`config.mk`:
```
export PLATFORM = sky130hd
export DESIGN_NAME = word_flip_memory_flat
export DESIGN_NICKNAME = d
export VERILOG_FILES = /design/src/rtl/word_flip_memory_if.sv /design/src/rtl/word_flip_memory.sv /design/src/flat_wrapper.sv
export SDC_FILE = /design/constraint.sdc
export NUM_CORES = 1
export LEC_CHECK = 0
export ABC_AREA = 0
export BUFFER_PORTS_ARGS = -buffer_cell sky130_fd_sc_hd__clkbuf_2
export CORE_MARGIN = 2
export CORE_UTILIZATION = 35
export DETAILED_ROUTE_END_ITERATION = 16
export GPL_TIMING_DRIVEN = 1
export HOLD_SLACK_MARGIN = 0.02
export MAX_ROUTING_LAYER = met4
export SLEW_MARGIN = 10
export SYNTH_ARGS = -nofsm -noshare
export SYNTH_HDL_FRONTEND = slang
export SYNTH_SLANG_ARGS = --single-unit
```
`constraint.sdc`:
```
create_clock -name clk -period 1.75 [get_ports clk]
set_clock_uncertainty 0.2 [all_clocks]
set_input_delay 0.175 -clock clk [delete_from_list [all_inputs] [get_ports clk]]
set_output_delay 0.175 -clock clk [all_outputs]
set_load 0.01 [all_outputs]
```
`src/rtl/word_flip_memory_if.sv`:
```
// -----------------------------------------------------------------------------
// word_flip_memory_if
// Bundles the write/modify port and the registered read port of
// word_flip_memory so the datapath side and the memory side share one
// declaration of widths and directions.
//
// Parameters:
//   WIDTH - bits per stored word
//   DEPTH - number of entries (need not be a power of two)
//
// Signals:
//   op         : write operation, 00 NOP / 01 STORE / 10 FLIP / 11 CLEAR
//   wr_addr    : target entry of the write/modify operation
//   wr_data    : STORE value or FLIP mask
//   rd_en      : read request
//   rd_addr    : entry to read
//   rd_data    : registered read result
//   rd_valid   : read result valid (one cycle after an accepted rd_en)
//   rd_written : entry read had been STOREd/FLIPped since reset or last CLEAR
//   err        : one-cycle pulse for an out-of-range write and/or read
//
// Modports:
//   master - the datapath driving requests
//   slave  - the memory answering them
// -----------------------------------------------------------------------------
interface word_flip_memory_if #(
    parameter int WIDTH = 8,
    parameter int DEPTH = 4
);
    localparam int AW = (DEPTH > 1) ? $clog2(DEPTH) : 1;

    logic [1:0]       op;
    logic [AW-1:0]    wr_addr;
    logic [WIDTH-1:0] wr_data;
    logic             rd_en;
    logic [AW-1:0]    rd_addr;
    logic [WIDTH-1:0] rd_data;
    logic             rd_valid;
    logic             rd_written;
    logic             err;

    modport master (
        output op, wr_addr, wr_data, rd_en, rd_addr,
        input  rd_data, rd_valid, rd_written, err
    );

    modport slave (
        input  op, wr_addr, wr_data, rd_en, rd_addr,
        output rd_data, rd_valid, rd_written, err
    );
endinterface

```
`src/rtl/word_flip_memory.sv`:
```
// -----------------------------------------------------------------------------
// word_flip_memory
// DEPTH-entry array of WIDTH-bit words with an edge-triggered write port
// (STORE, FLIP by XOR mask, CLEAR), per-entry "written" tracking and a
// registered read port with one cycle of latency. Addresses at or above
// DEPTH are rejected: writes are ignored, reads return zero, and err pulses.
//
// Parameters:
//   WIDTH - bits per word (>= 1)
//   DEPTH - number of entries (>= 1, any value)
//
// Ports:
//   clk   - rising-edge clock
//   reset - synchronous, active-high; clears array, written bits and outputs
//   bus   - word_flip_memory_if.slave carrying the write and read ports
//
// Build option:
//   WFM_WRITE_FORWARD_EN - when defined, a read that hits the entry being
//   written in the same cycle returns the post-operation value and written
//   bit; when undefined the read returns the pre-operation contents.
// -----------------------------------------------------------------------------
module word_flip_memory #(
    parameter int WIDTH = 8,
    parameter int DEPTH = 4
) (
    input  logic clk,
    input  logic reset,
    word_flip_memory_if.slave bus
);
    localparam int AW = (DEPTH > 1) ? $clog2(DEPTH) : 1;
    localparam logic [AW:0] DEPTH_W = (AW + 1)'(DEPTH);

    typedef enum logic [1:0] {
        OP_NOP   = 2'b00,
        OP_STORE = 2'b01,
        OP_FLIP  = 2'b10,
        OP_CLEAR = 2'b11
    } op_e;

    logic [WIDTH-1:0] mem_q [DEPTH];
    logic [WIDTH-1:0] mem_d [DEPTH];
    logic [DEPTH-1:0] written_q, written_d;

    logic [WIDTH-1:0] rdData_q, rdData_d;
    logic             rdValid_q, rdValid_d;
    logic             rdWritten_q, rdWritten_d;
    logic             err_q, err_d;

    logic             wrInRange, rdInRange, wrActive;
    logic [WIDTH-1:0] wrOld, wrNew;
    logic             wrOldWritten, wrNewWritten;

    // Work out what the addressed entry becomes under the requested
    // operation. Out-of-range addresses are masked to zero so the array is
    // never indexed past its end; wrActive then keeps them from committing.
    always_comb begin
        wrInRange    = ({1'b0, bus.wr_addr} < DEPTH_W);
        rdInRange    = ({1'b0, bus.rd_addr} < DEPTH_W);
        wrActive     = (op_e'(bus.op) != OP_NOP) && wrInRange;
        wrOld        = wrInRange ? mem_q[bus.wr_addr] : '0;
        wrOldWritten = wrInRange ? written_q[bus.wr_addr] : 1'b0;
        wrNew        = wrOld;
        wrNewWritten = wrOldWritten;
        case (op_e'(bus.op))
            OP_STORE: begin
                wrNew        = bus.wr_data;
                wrNewWritten = 1'b1;
            end
            OP_FLIP: begin
                wrNew        = wrOld ^ bus.wr_data;
                wrNewWritten = 1'b1;
            end
            OP_CLEAR: begin
                wrNew        = '0;
                wrNewWritten = 1'b0;
            end
            default: begin
                wrNew        = wrOld;
                wrNewWritten = wrOldWritten;
            end
        endcase
    end

    // Next state of the array: only the addressed entry may change, and only
    // when the operation is real and the address exists.
    always_comb begin
        mem_d     = mem_q;
        written_d = written_q;
        if (wrActive) begin
            mem_d[bus.wr_addr]     = wrNew;
            written_d[bus.wr_addr] = wrNewWritten;
        end
    end

    // Read port and error flag. Without a read request the data and written
    // outputs hold; only rd_valid drops. A write error and a read error in
    // the same cycle merge into one err pulse.
    always_comb begin
        rdData_d    = rdData_q;
        rdWritten_d = rdWritten_q;
        rdValid_d   = bus.rd_en;
        err_d       = ((op_e'(bus.op) != OP_NOP) && !wrInRange) ||
                      (bus.rd_en && !rdInRange);
        if (bus.rd_en) begin
            if (!rdInRange) begin
                rdData_d    = '0;
                rdWritten_d = 1'b0;
            end else begin
`ifdef WFM_WRITE_FORWARD_EN
                if (wrActive && (bus.wr_addr == bus.rd_addr)) begin
                    rdData_d    = wrNew;
                    rdWritten_d = wrNewWritten;
                end else begin
                    rdData_d    = mem_q[bus.rd_addr];
                    rdWritten_d = written_q[bus.rd_addr];
                end
`else
                rdData_d    = mem_q[bus.rd_addr];
                rdWritten_d = written_q[bus.rd_addr];
`endif
            end
        end
    end

    // State registers. Reset wins over any operation or read in its cycle.
    always_ff @(posedge clk) begin
        if (reset) begin
            mem_q       <= '{default: '0};
            written_q   <= '0;
            rdData_q    <= '0;
            rdValid_q   <= 1'b0;
            rdWritten_q <= 1'b0;
            err_q       <= 1'b0;
        end else begin
            mem_q       <= mem_d;
            written_q   <= written_d;
            rdData_q    <= rdData_d;
            rdValid_q   <= rdValid_d;
            rdWritten_q <= rdWritten_d;
            err_q       <= err_d;
        end
    end

    assign bus.rd_data    = rdData_q;
    assign bus.rd_valid   = rdValid_q;
    assign bus.rd_written = rdWritten_q;
    assign bus.err        = err_q;
endmodule

```
`src/flat_wrapper.sv`:
```
// flat-port wrapper written by rule: the top's interface ports become plain ports
module word_flip_memory_flat 
#(
    parameter int WIDTH = 8,
    parameter int DEPTH = 4
)
  (clk, reset, bus_op, bus_wr_addr, bus_wr_data, bus_rd_en, bus_rd_addr, bus_rd_data, bus_rd_valid, bus_rd_written, bus_err);
  word_flip_memory_if #(.WIDTH(WIDTH), .DEPTH(DEPTH)) bus_i ();
  input  logic clk;
  input  logic reset;
  input wire logic [$bits(bus_i.op)-1:0] bus_op;
  input wire logic [$bits(bus_i.wr_addr)-1:0] bus_wr_addr;
  input wire logic [$bits(bus_i.wr_data)-1:0] bus_wr_data;
  input wire logic [$bits(bus_i.rd_en)-1:0] bus_rd_en;
  input wire logic [$bits(bus_i.rd_addr)-1:0] bus_rd_addr;
  output wire logic [$bits(bus_i.rd_data)-1:0] bus_rd_data;
  output wire logic [$bits(bus_i.rd_valid)-1:0] bus_rd_valid;
  output wire logic [$bits(bus_i.rd_written)-1:0] bus_rd_written;
  output wire logic [$bits(bus_i.err)-1:0] bus_err;
  assign bus_i.op = bus_op;
  assign bus_i.wr_addr = bus_wr_addr;
  assign bus_i.wr_data = bus_wr_data;
  assign bus_i.rd_en = bus_rd_en;
  assign bus_i.rd_addr = bus_rd_addr;
  assign bus_rd_data = bus_i.rd_data;
  assign bus_rd_valid = bus_i.rd_valid;
  assign bus_rd_written = bus_i.rd_written;
  assign bus_err = bus_i.err;
  word_flip_memory #(.WIDTH(WIDTH), .DEPTH(DEPTH)) u_core (.clk(clk), .reset(reset), .bus(bus_i));
endmodule
```
# Word level (Yosys, flattened, before mapping)
# Index checks and enable logic that the tools add are counted.
[op_classes]
n_mul = 0
order_cmp = 6
bitwise_logic = 3
div_mod_pow = 0
reduce_logical = 4
shift = 0
n_eq_ne = 3
n_addsub = 0
n_mux = 18
[op_table]
columns = ["op", "count"]
rows = [
  ["8-bit 2-to-1 mux", 5],
  ["8-bit binary-select mux with 2-bit select", 2],
  ["32-bit bitwise mux", 1],
  ["8-bit case mux with 3 select lines", 1],
  ["8-bit demux with 2-bit select", 1],
  ["8-bit bitwise XOR", 1],
  ["3-bit >= comparator, second input constant", 2],
  ["2-bit by 3-bit less-than comparator with 1-bit output, second input constant", 2],
  ["2-bit NOT with 3-bit output", 2],
  ["1-bit binary-select mux with 2-bit select", 2],
  ["4-bit bitwise mux", 1],
  ["2-bit equality test, second input constant", 2],
  ["3-bit by 1-bit less-than comparator with 1-bit output, second input constant", 1],
  ["1-bit 2-to-1 mux", 3],
  ["1-bit demux with 2-bit select", 1],
  ["2-bit by 1-bit equality test with 1-bit output, second input constant", 1],
  ["2-bit by 1-bit >= comparator with 1-bit output, second input constant", 1],
  ["1-bit logical AND", 2],
  ["1-bit case mux with 2 select lines", 1],
  ["2-bit nonzero test", 1],
  ["2-bit OR reduction", 1],
]
[totals]
ramBits = 0
output_inout_bits = 11
input_bits = 17
elab_cells = 42
rom_bits = 0
latch_bits = 0
register_bits = 46
memories = 0

# Longest topological paths before layout
[depth]
ltp_word = 7
ltp_mapped = 8
mapped_depth_nobuf = 6

# Worst setup path after synthesis
# Ideal clock, no wire load.
[synth_timing]
path_kind = "input port to flip-flop"
start = "in bus_op[0]"
end = "reg u_core.mem_q[30] in the netlist's numbering"
setup_ps = 137
required_ps = 1413
arrival_ps = 1371
path_stages = 8
slack_ps = 42
n_path_buf = 2
cell_sequence = "inv_1 ha_1 clkbuf_1 nor2b_1 clkbuf_1 a22o_2 a21oi_2 a211oi_2"
[synth_between]
elab_chain_len = 3
elab_cells_between_ends = 6
cone_classes = "eq/ne (3); mux (2); reduce/logical (1)"
[synth_rtl]
columns = ["item", "line_no", "text"]
rows = [
  ["from (decl)", "flat_wrapper.sv:11", "input wire logic [$bits(bus_i.op)-1:0] bus_op;"],
  ["2-bit equality test / 2-bit by 1-bit equality test with 1-bit output (equally long branches)", "word_flip_memory.sv:64", "case (op_e'(bus.op))"],
  ["8-bit case mux with 3 select lines", "word_flip_memory.sv:64", ""],
  ["32-bit bitwise mux", "word_flip_memory.sv:90", "mem_d[bus.wr_addr] = wrNew;"],
  ["to (signal assigned)", "word_flip_memory.sv:135", "mem_q <= mem_d;"],
  ["to (decl)", "word_flip_memory.sv:40", "logic [WIDTH-1:0] mem_q [DEPTH];"],
]
# Several ways; a longest one is shown, not always the timed one.
# A chain may end at the register's enable or synchronous reset.

# Final worst setup path
[layout_timing]
start = "reg u_core.mem_q[6] in the netlist's numbering"
end = "reg u_core.mem_q[6] in the netlist's numbering"
[layout_between]
elab_chain_len = 6
[layout_rtl]
columns = ["item", "line_no", "text"]
rows = [
  ["8-bit binary-select mux with 2-bit select", "word_flip_memory.sv:60", "wrOld = wrInRange ? mem_q[bus.wr_addr] : '0;"],
  ["8-bit 2-to-1 mux (not written as such) (2 in a row)", "word_flip_memory.sv:60", ""],
  ["8-bit bitwise XOR", "word_flip_memory.sv:70", "wrNew = wrOld ^ bus.wr_data;"],
  ["8-bit case mux with 3 select lines", "word_flip_memory.sv:64", ""],
  ["32-bit bitwise mux *", "word_flip_memory.sv:90", ""],
]
# Every way passes the cells marked *; elsewhere a longest branch is shown, timed or not. The select of a mux whose other input is x is not followed.

==> impl_metrics.py <==
metrics = {
    "power": {
        "total_power_mw": 2.33,
        "power.leakage_nw": 1.26,
        "irDropWorstVdd_v": 0.000326,
        "power_density_mw_per_mm2": 755,
    },
    "cts": {
        "cts_root_buffer": "clkbuf_8",
        "h-tree-depth": 2,
        "cts_tree": "built",
        "cts_buffers": 5,
        "cts_hold_buf": 0,
        "clk_pin_slew_ns": 0.08,
        "clock_latency_ns": 0.30,
        "post-cts-setup-buffer-count": 0,
        "cts.sinks": 46,
        "clk_path_buf_depth": 2,
    },
    "routing": {
        "num_vias": 1921,
        "totalWireLength_mm": 5.76,
        "vias_per_cell": 5.31,
        "highest_layer": "met4",
        "wl_met1_mm": 2.65,
        "antenna_left": 0,
        "detail_route.drc_violations": 0,
        "met2_length_mm": 2.82,
        "wl_per_cell_um": 15.9,
        "dr_wl_met3_um": 217,
        "firstDrtPassIters": 4,
        "drtIter0Drc": 102,
    },
    "placed_design": {
        "post-place-ws_ns": -0.201,
        "dp_hpwl_mm": 4.18,
        "gp_congestion": 0.786,
        "portBuffers": 26,
        "dp.cells": 354,
    },
    "floorplanning": {
        "placementRows": 30,
        "dieArea_sq_mm": 0.00756,
        "ios": 28,
        "fp.dieW_um": 87.0,
        "fp.coreArea_sq_mm": 0.00672,
        "start_util_pct": 35.9,
        "chipHeight_um": 87.0,
    },
    "timing": {
        "fin_crit_sh_pct": 99.3,
        "finalHoldViolCount": 0,
        "fmax_mhz": 576,
        "report.final.slew_viol_count": 0,
        "setup_ws_ns": 0.0127,
        "finalCriticalPeriod_ns": 1.74,
        "rsz0062_at_grt": "true",
        "hold_slack_ns": 0.0999,
        "setup_violations": 0,
    },
    "layout": {
        "instances_no_fill": 362,
        "antenna_cells": 0,
        "fillers": 643,
        "fin_util_pct": 46.0,
        "fin_nets": 302,
        "drive_above_1_share_pct": 43.6,
        "syn_to_final_growth_pct": 28.1,
    },
    "outcome": {
        "status": "completed",
    },
    "global_routing": {
        "antenna_found_initial": 0,
        "gr-total-overflow": 0,
        "grt_max_degree": 42,
        "grt_pass1_vias": 1866,
        "grt_pass1_wl_mm": 9.39,
        "groute.usage.overall_pct": 16.5,
    },
    "worst_setup_path": {
        "crit_required_ns": 1.72,
        "path_max_fanout": 4,
        "ff2ff_setup_slack_ns": 0.01,
        "endpoint_kind": "flop",
        "crit_chain": "mux4_2, a22o_4, a21oi_4, a211oi_2",
        "crit_slowest_cell": "mux4_2",
        "start_kind": "flop",
        "r2r_cells": 4,
        "critPathBufInv": 0,
        "worst_path_largest_cell_delay_ns": 0.53,
        "cp.arrival_ns": 1.70,
        "crit_family": "compound AO/OA/AOI/OAI gates",
        "cp.depth": 4,
        "critical_path_class": "reg2reg",
    },
    "synthesis": {
        "ys.flop_type": "dfxtp_1",
        "synth_seq_cells": 46,
        "yosys-top-cells-area": "dfxtp_1, mux4_2, mux2i_1",
        "ys_top_cells_by_count": "dfxtp_1, nor2_1, a211oi_1",
        "avgSynthCellArea_sq_um": 10.8,
        "yosysTopAreaCellShare_pct": 38.2,
        "postSynth.asyncResetShare_pct": 0,
        "ys_types": 29,
        "synth_most_common_cell": "dfxtp_1",
        "syn_area_sq_mm": 0.00241,
        "ys_warn_count": 0,
        "yosysTopAreaCell": "dfxtp_1",
        "synth_nets": 244,
        "synth-edff-count": 0,
        "yosysSeqAreaShare_pct": 38.2,
        "synthCells": 223,
    },
    "flow_run": {
        "cap_violations": 0,
    },
    "hold_path": {
        "min_path_type": "in2reg",
        "hold_depth": 4,
    },
}
-- report_power, final --
group          internal, mW  leakage (nW)  switching [mW]
combinational         0.261         0.833           0.254
sequential             1.11         0.377          0.0340
clock                 0.318        0.0472           0.361
total                  1.68          1.26           0.649
-- tightest hold or removal path, stage by stage --
cell	delay, ns
clkbuf_2	0.09
inv_1	0.13
nand2_1	0.10
mux2i_1	0.05
-- per-layer routing --
metal | GRT usage [%] | up-vias
met2 | 26.2 | 41
met5 | - | -
li1 | - | 943
met3 | 3.22 | 7
met1 | 21.7 | 930
met4 | 4.26 | 0
-- metrics by stage --
stage                     instance area (sq um)  TNS [ns]
final                                      3090         0
after global routing                       3090    -0.211
after CTS                                  3010         0
after detailed placement                   2890     -4.93
after global placement                     2890     -4.56
after floorplan                            2410         0
-- path summary, 6_finish.rpt --
kind	start	end
setup / recovery	u_core.mem_q[6]	u_core.mem_q[6]
hold / removal	reset	u_core.mem_q[17]
setup reg to reg	u_core.mem_q[6]	u_core.mem_q[6]
hold reg to reg	u_core.mem_q[1]	u_core.mem_q[1]
-- logic make-up (layout without fill, tap and decap cells) --
| family | count (synthesis) | in the layout | synth area share (%) |
|---|---|---|---|
| and+or+nand+nor | 60 | 60 | 12.0 |
| AOI/OAI and AO/OA | 50 | 50 | 16.3 |
| DFF | 46 | 46 | 38.2 |
| muxes | 39 | 39 | 26.8 |
| buffers and inverters | 23 | 82 | 4.52 |
| adders and majority gates | 4 | 4 | 2.08 |
| other | 1 | 1 | 0.156 |
-- placed cells by master (no fill, tap or decap), types with 5 or more instances in the layout --
| cell | count |
|---|---|
| a211oi_2 | 8 |
| clkbuf_8 | 6 |
| a211oi_1 | 23 |
| a21oi_4 | 5 |
| nor2_1 | 40 |
| dfxtp_1 | 44 |
| buf_4 | 44 |
| mux2i_1 | 16 |
| mux4_2 | 16 |
| nand2b_1 | 6 |
| clkbuf_2 | 26 |
| a22o_1 | 6 |
-- repair_timing --
action	CTS	global route
gates resized for setup	6	24
endpoints found under the setup margin	24	26
pin swaps	0	4
gates cloned	0	0
-- final cells by class --
class | instances | area (sq um) | share of cell area (%)
clock inverters | 2 | 12.5 | 0.405
repair buffers | 71 | 480 | 15.6
inverters | 3 | 11.3 | 0.365
well taps | 80 | 100 | 3.24
clock buffers | 6 | 82.6 | 2.67
flip-flops and latches | 46 | 923 | 29.9
multi-input cells | 154 | 1480 | 47.9
-- sequential cells by signal, summed over array words and instances, names as in the netlist --
register               flops
u_core.mem_q              32
u_core.bus.rd_data         8
u_core.written_q           4
u_core.bus.rd_valid        1
u_core.bus.rd_written      1
Note: power is estimated with default switching activity, not from simulation.
